## config.mk

```make
export PLATFORM = sky130hd
export DESIGN_NAME = game_sequencer
export DESIGN_NICKNAME = d
export VERILOG_FILES = /design/src/rtl/game_sequencer.sv
export SDC_FILE = /design/constraint.sdc
export NUM_CORES = 1
export LEC_CHECK = 0
export ABC_AREA = 1
export CAP_MARGIN = 20
export CORE_UTILIZATION = 58
export DETAILED_ROUTE_END_ITERATION = 10
export PLACE_DENSITY_LB_ADDON = 0.1
export SLEW_MARGIN = 30
export SYNTH_ARGS = -nofsm -noshare
export SYNTH_HDL_FRONTEND = slang
export SYNTH_SLANG_ARGS = --single-unit
```

## constraint.sdc

```tcl
create_clock -name clk -period 3.9 [get_ports clk]
set_input_delay 0.39 -clock clk [delete_from_list [all_inputs] [get_ports clk]]
set_output_delay 0.39 -clock clk [all_outputs]
set_load 0.03 [all_outputs]
```

## src/rtl/game_sequencer.sv

```systemverilog
`timescale 1ns/1ps
// game_sequencer: plays one tic-tac-toe game against the make_turn engine.
// It owns the authoritative board registers. It alternates the mover, issues one
// request per move, and screens every reply for legality. After each accepted
// move it checks for an overlap, a win, a draw or a timeout.
module game_sequencer #(
    parameter int ROWS    = 3,
    parameter int COLS    = 3,
    parameter int TIMEOUT = 1024
) (
    input  logic                 clk,
    input  logic                 reset,
    input  logic                 start,
    input  logic                 first_a,
    input  logic [ROWS*COLS-1:0] init_a,
    input  logic [ROWS*COLS-1:0] init_b,
    output logic                 mt_req,
    input  logic                 mt_ready,
    output logic                 mt_target_a,
    output logic [ROWS*COLS-1:0] mt_board_a,
    output logic [ROWS*COLS-1:0] mt_board_b,
    input  logic [ROWS*COLS-1:0] mt_board_a_out,
    input  logic [ROWS*COLS-1:0] mt_board_b_out,
    input  logic                 mt_valid,
    input  logic                 mt_error,
    output logic                 busy,
    output logic                 done,
    output logic                 win_a,
    output logic                 win_b,
    output logic                 draw,
    output logic                 fault,
    output logic [7:0]           turn_count
);

    localparam int N  = ROWS * COLS;
    localparam int CW = (TIMEOUT > 2) ? $clog2(TIMEOUT) : 1;
    // A wait times out on the cycle its counter would step onto TIMEOUT-1.
    localparam logic [CW-1:0] CNT_LAST = CW'(TIMEOUT - 2);
    localparam logic [N-1:0]  ONE      = N'(1);

    typedef enum logic [2:0] {
        S_IDLE,
        S_CHECK,
        S_REQ,
        S_WAIT,
        S_DONE
    } state_t;

    // Mask of every cell in column c.
    function automatic logic [N-1:0] col_mask(input int c);
        logic [N-1:0] m;
        m = '0;
        for (int r = 0; r < ROWS; r++) m[r*COLS+c] = 1'b1;
        return m;
    endfunction

    // Mask of the main diagonal (anti=0) or the anti-diagonal (anti=1).
    function automatic logic [N-1:0] diag_mask(input int anti);
        logic [N-1:0] m;
        m = '0;
        for (int i = 0; i < ROWS; i++) begin
            if (anti != 0) m[i*COLS+(COLS-1-i)] = 1'b1;
            else           m[i*COLS+i]          = 1'b1;
        end
        return m;
    endfunction

    state_t          state_reg, state_next;
    logic [N-1:0]    board_a_reg, board_a_next;
    logic [N-1:0]    board_b_reg, board_b_next;
    logic            target_a_reg, target_a_next;
    logic [CW-1:0]   cnt_reg, cnt_next;
    logic [7:0]      turn_reg, turn_next;
    logic            busy_reg, busy_next;
    logic            done_reg, done_next;
    logic            win_a_reg, win_a_next;
    logic            win_b_reg, win_b_next;
    logic            draw_reg, draw_next;
    logic            fault_reg, fault_next;

    // Per-line completion flags for both players.
    logic [ROWS-1:0] row_a, row_b;
    logic [COLS-1:0] col_a, col_b;
    logic [1:0]      diag_a, diag_b;
    logic            line_a, line_b;

    genvar gi;
    generate
        for (gi = 0; gi < ROWS; gi++) begin : g_row
            assign row_a[gi] = &board_a_reg[gi*COLS +: COLS];
            assign row_b[gi] = &board_b_reg[gi*COLS +: COLS];
        end
        for (gi = 0; gi < COLS; gi++) begin : g_col
            localparam logic [N-1:0] MASK = col_mask(gi);
            assign col_a[gi] = ((board_a_reg & MASK) == MASK);
            assign col_b[gi] = ((board_b_reg & MASK) == MASK);
        end
        if (ROWS == COLS) begin : g_diag
            for (gi = 0; gi < 2; gi++) begin : g_dir
                localparam logic [N-1:0] MASK = diag_mask(gi);
                assign diag_a[gi] = ((board_a_reg & MASK) == MASK);
                assign diag_b[gi] = ((board_b_reg & MASK) == MASK);
            end
        end else begin : g_no_diag
            // Non-square boards have no diagonals.
            assign diag_a = 2'b00;
            assign diag_b = 2'b00;
        end
    endgenerate

    assign line_a = (|row_a) | (|col_a) | (|diag_a);
    assign line_b = (|row_b) | (|col_b) | (|diag_b);

    // Reply screening: mover gains exactly one previously empty cell, other board untouched.
    logic [N-1:0] mover_reg, other_reg, mover_out, other_out, added;
    logic         legal;

    // Legality of the current make_turn reply against the board registers.
    always_comb begin
        mover_reg = target_a_reg ? board_a_reg    : board_b_reg;
        other_reg = target_a_reg ? board_b_reg    : board_a_reg;
        mover_out = target_a_reg ? mt_board_a_out : mt_board_b_out;
        other_out = target_a_reg ? mt_board_b_out : mt_board_a_out;
        added     = mover_out & ~mover_reg;
        legal     = (other_out == other_reg)
                  && ((mover_out & mover_reg) == mover_reg)
                  && (added != '0)
                  && ((added & (added - ONE)) == '0)
                  && ((added & other_reg) == '0);
    end

    // Next-state and register-update logic of the game FSM.
    always_comb begin
        state_next    = state_reg;
        board_a_next  = board_a_reg;
        board_b_next  = board_b_reg;
        target_a_next = target_a_reg;
        cnt_next      = cnt_reg;
        turn_next     = turn_reg;
        busy_next     = busy_reg;
        done_next     = done_reg;
        win_a_next    = win_a_reg;
        win_b_next    = win_b_reg;
        draw_next     = draw_reg;
        fault_next    = fault_reg;

        case (state_reg)
            S_IDLE: begin
                if (start) begin
                    board_a_next  = init_a;
                    board_b_next  = init_b;
                    target_a_next = first_a;
                    turn_next     = 8'd0;
                    busy_next     = 1'b1;
                    done_next     = 1'b0;
                    win_a_next    = 1'b0;
                    win_b_next    = 1'b0;
                    draw_next     = 1'b0;
                    fault_next    = 1'b0;
                    state_next    = S_CHECK;
                end
            end
            S_CHECK: begin
                state_next = S_DONE;
                done_next  = 1'b1;
                if ((board_a_reg & board_b_reg) != '0) begin
                    fault_next = 1'b1;
                end else if (line_a) begin
                    win_a_next = 1'b1;
                end else if (line_b) begin
                    win_b_next = 1'b1;
                end else if (&(board_a_reg | board_b_reg)) begin
                    draw_next = 1'b1;
                end else begin
                    done_next  = 1'b0;
                    state_next = S_REQ;
                end
            end
            S_REQ: begin
                cnt_next   = '0;
                state_next = S_WAIT;
            end
            S_WAIT: begin
                if (mt_ready && mt_error) begin
                    draw_next  = 1'b1;
                    done_next  = 1'b1;
                    state_next = S_DONE;
                end else if (mt_ready && mt_valid) begin
                    if (legal) begin
                        board_a_next  = mt_board_a_out;
                        board_b_next  = mt_board_b_out;
                        turn_next     = (turn_reg == 8'hFF) ? turn_reg : turn_reg + 8'd1;
                        target_a_next = ~target_a_reg;
                        state_next    = S_CHECK;
                    end else begin
                        fault_next = 1'b1;
                        done_next  = 1'b1;
                        state_next = S_DONE;
                    end
                end else if (cnt_reg == CNT_LAST) begin
                    fault_next = 1'b1;
                    done_next  = 1'b1;
                    state_next = S_DONE;
                end else begin
                    cnt_next = cnt_reg + 1'b1;
                end
            end
            S_DONE: begin
                // busy stays high through DONE so a start here is still ignored.
                busy_next  = 1'b0;
                state_next = S_IDLE;
            end
            default: state_next = S_IDLE;
        endcase
    end

    // State and datapath registers with asynchronous active-low reset.
    always_ff @(posedge clk or negedge reset) begin
        if (!reset) begin
            state_reg    <= S_IDLE;
            board_a_reg  <= '0;
            board_b_reg  <= '0;
            target_a_reg <= 1'b0;
            cnt_reg      <= '0;
            turn_reg     <= 8'd0;
            busy_reg     <= 1'b0;
            done_reg     <= 1'b0;
            win_a_reg    <= 1'b0;
            win_b_reg    <= 1'b0;
            draw_reg     <= 1'b0;
            fault_reg    <= 1'b0;
        end else begin
            state_reg    <= state_next;
            board_a_reg  <= board_a_next;
            board_b_reg  <= board_b_next;
            target_a_reg <= target_a_next;
            cnt_reg      <= cnt_next;
            turn_reg     <= turn_next;
            busy_reg     <= busy_next;
            done_reg     <= done_next;
            win_a_reg    <= win_a_next;
            win_b_reg    <= win_b_next;
            draw_reg     <= draw_next;
            fault_reg    <= fault_next;
        end
    end

    // Request decoded from state so it drops the instant reset asserts.
    assign mt_req      = (state_reg == S_REQ);
    assign mt_target_a = target_a_reg;
    assign mt_board_a  = board_a_reg;
    assign mt_board_b  = board_b_reg;
    assign busy        = busy_reg;
    assign done        = done_reg;
    assign win_a       = win_a_reg;
    assign win_b       = win_b_reg;
    assign draw        = draw_reg;
    assign fault       = fault_reg;
    assign turn_count  = turn_reg;

endmodule

```

==> flow_summary.toml <==
[drt]
drt_first_pass_iters = 6
drt_iter0_markers = 559
antenna_left = 0
viasPerCell = 5.71
dr_total_vias = 5016
drt-total-wl_mm = 13.1
drc_errors = 0
wire_per_inst_um = 14.9

[critical_path]
ff2ff_path_depth = 15
cpMaxStageDelayCell = "dfrtp_2"
slowest_delay_ns = 0.82
r2r_start = "mt_target_a"
worstSetupStartpointType = "flip-flop"
r2r_slack_ns = 0.65
path_cells = "inv_4 > nand2_1 > nand2_1 > nand2_1 > nand2_4 > o21bai_1 > inv_1 > nor2_1 > nand2_1 > nor2_2 > nand2_2 > nand2_4 > nand3_4 > nand2_1 > nand2_1"
crit_path_max_fanout = 44
path_common_cell = "nand2_1"
crit_required_ns = 4.08
r2r-end = "mt_target_a"
critPathKind = "flip-flop to flip-flop"
endpoint_kind = "flip-flop"
arrival_ns = 3.43

[power]
power_density_nw_per_um2 = 794
power_leakage_nw = 2.68
ir_drop_uv = 501

[clocking]
cts.sinks = 46
cts_tree = "done"
cts_buffers = 5
clock_path_buffers = 2
cts_resized = 0
clkSlewWorstSetupHoldPaths_ns = 0.10
root_buffer = "clkbuf_8"
cts_setup_buffers = 0
postCtsHoldBufs = 0
clock_latency_ns = 0.30
htree_levels = 2

[logic_synthesis]
synth_compound_area_frac = 0.113
async_flop_share = 1.00
synthSimpleGateAreaFrac = 0.469
post_synth_xor_area_fraction = 0.0166
syn_nets = 767
synth_cell_types = 34
synth_top_family_by_area = "simple AND/OR/NAND/NOR gates"
ys_seq_elements = 46
synth-edff-count = 0
yosys_warnings = 0
synth_mux_area_frac = 0
syn_inst = 721
avgSynthCellArea_sq_um = 5.86
seq_area_frac_synth = 0.273
synth_area_sq_um = 4220
synthFlopType = "dfrtp_1"
synthAdderAreaFrac = 0.00889

[place]
gp_congestion = 1.01
portBuffers = 76
dp.final_hpwl_mm = 10.1
dp.cells = 871

[finish]
fillers = 596
seqCellArea_sq_um = 1150
instances_no_fill = 879
largest_reg_flops = 10
finalCoreUtilization = 0.731
drive_gt1_frac = 0.0383
multi_input_area_sq_um = 2560
diodes = 0
layout.nets = 828
syn_to_final_growth_pct = 19.6

[outcome]
status = "complete, no violations"

[die]
dieArea_sq_um = 7630
pin_count = 77
die_h_um = 87.3
rows = 30
start_util = 0.611
die_w_um = 87.3
core_sq_um = 6910

[global_routing]
grt_max_degree = 48
antenna_found_initial = 0
first_global_vias = 4344
grt_usage = 0.355
grt_pass1_wl_mm = 20.7
overflow = 0

[sta]
tns_ns = 0
tightest_slew_ns = 0.685
hold_violations = 0
rsz0062_at_grt = "false"
fmax_mhz = 308
period_share = 0.833
finalSetupViolations = 0
clock-skew-final_ns = 0.00925
slew_headroom = 0.543
drv_slew = 0
fin_crit_ns = 3.25

[min_path]
holdCritPathClass = "input port to asynchronous set/reset pin"

[run]
maxCapViolCount = 0
-- per-layer routing --
| metal | up-vias | global-route usage | share of wire |
|---|---|---|---|
| met3 | 20 | 0.0635 | 0.10 |
| met4 | 0 | 0.0894 | 0.013 |
| met5 | - | 0 | 0 |
| li1 | 2423 | - | - |
| met1 | 2299 | 0.510 | 0.43 |
| met2 | 274 | 0.550 | 0.45 |
-- synthesized netlist by cell type (8+ instances only) --
master     n  area share
o21ai_0   40       0.047
nor2_1    62       0.055
buf_2      8      0.0095
nand4_1   40       0.059
nand3_1   24       0.028
o21ai_1    8      0.0095
nand2_1  321        0.29
inv_1     82       0.073
a21oi_1   12       0.014
o22ai_1   14       0.021
buf_6     10       0.027
dfrtp_1   46        0.27
-- kinds of logic after synthesis --
| logic type | Yosys count |
|---|---|
| AO/OA/AOI/OAI | 84 |
| XOR/XNOR | 8 |
| adder cells (fa/ha/maj) | 3 |
| buffers and inverters | 109 |
| flip-flops | 46 |
| AND/OR/NAND/NOR | 471 |
-- cell usage in the layout (no fill, tap or decap), drive strengths merged --
| cell | instances |
|---|---|
| nor3 | 6 |
| o31ai | 2 |
| inv | 84 |
| nor4 | 3 |
| o2111ai | 1 |
| ha | 3 |
| or2 | 1 |
| nand4 | 40 |
| a41oi | 2 |
| xor2 | 7 |
| clkdlybuf4s50 | 75 |
| nand2 | 327 |
| a21oi | 12 |
| clkbuf | 5 |
| o21bai | 1 |
| clkinv | 1 |
| nand3 | 25 |
| dfrtp | 46 |
| nor2 | 67 |
| xnor2 | 1 |
| o22ai | 14 |
| o211ai | 2 |
| bufinv | 1 |
| o21ai | 50 |
| nand3b | 2 |
| buf | 5 |
-- power breakdown --
| part | leakage, nW | total [mW] | internal, mW | switching [mW] |
|---|---|---|---|---|
| sequential | 0.596 | 0.933 | 0.630 | 0.303 |
| clock | 0.0585 | 0.365 | 0.192 | 0.172 |
| combinational | 2.02 | 2.71 | 0.913 | 1.80 |
| total | 2.68 | 4.01 | 1.74 | 2.27 |
-- critical path, delay by kind of cell (launching register included) --
family                 cells  cell delay (ns)
and+or+nand+nor           12             1.77
buffers and inverters      2             0.37
DFF                        1             0.82
AOI/OAI and AO/OA          1             0.14
-- final cells by class --
cell class	count	area share
flip-flops and latches	46	0.228
clock buffers	5	0.0136
inverters	83	0.0622
repair buffers	80	0.156
clock inverters	3	0.00867
well taps	96	0.0238
multi-input cells	566	0.508
-- per-stage QoR --
step | power [mW] | setup slack [ns] | area, sq um | hold slack, ns
after floorplan | 2.87 | 1.66 | 4220 | 0.0944
after global placement | 3.50 | 0.851 | 4940 | 0.372
after detailed placement | 3.57 | 0.798 | 4940 | 0.377
after CTS | 3.94 | 0.744 | 5050 | 0.0418
after global routing | 4.34 | 0.344 | 5050 | 0.0566
final | 4.01 | 0.653 | 5050 | 0.0379
-- how the worst max path moves through the flow --
stage | startpoint | end | slack (ns) | depth (start not counted)
after CTS | mt_target_a | mt_target_a | 0.74 | 15
after floorplan | state_reg[2] | cnt_reg[6] | 1.66 | 8
after global routing | mt_target_a | mt_target_a | 0.34 | 15
after detailed placement | mt_target_a | mt_target_a | 0.80 | 15
final | mt_target_a | mt_target_a | 0.65 | 15
after global placement | mt_target_a | turn_count[3] | 0.85 | 15
No activity file was read; power rests on OpenSTA's default activity.
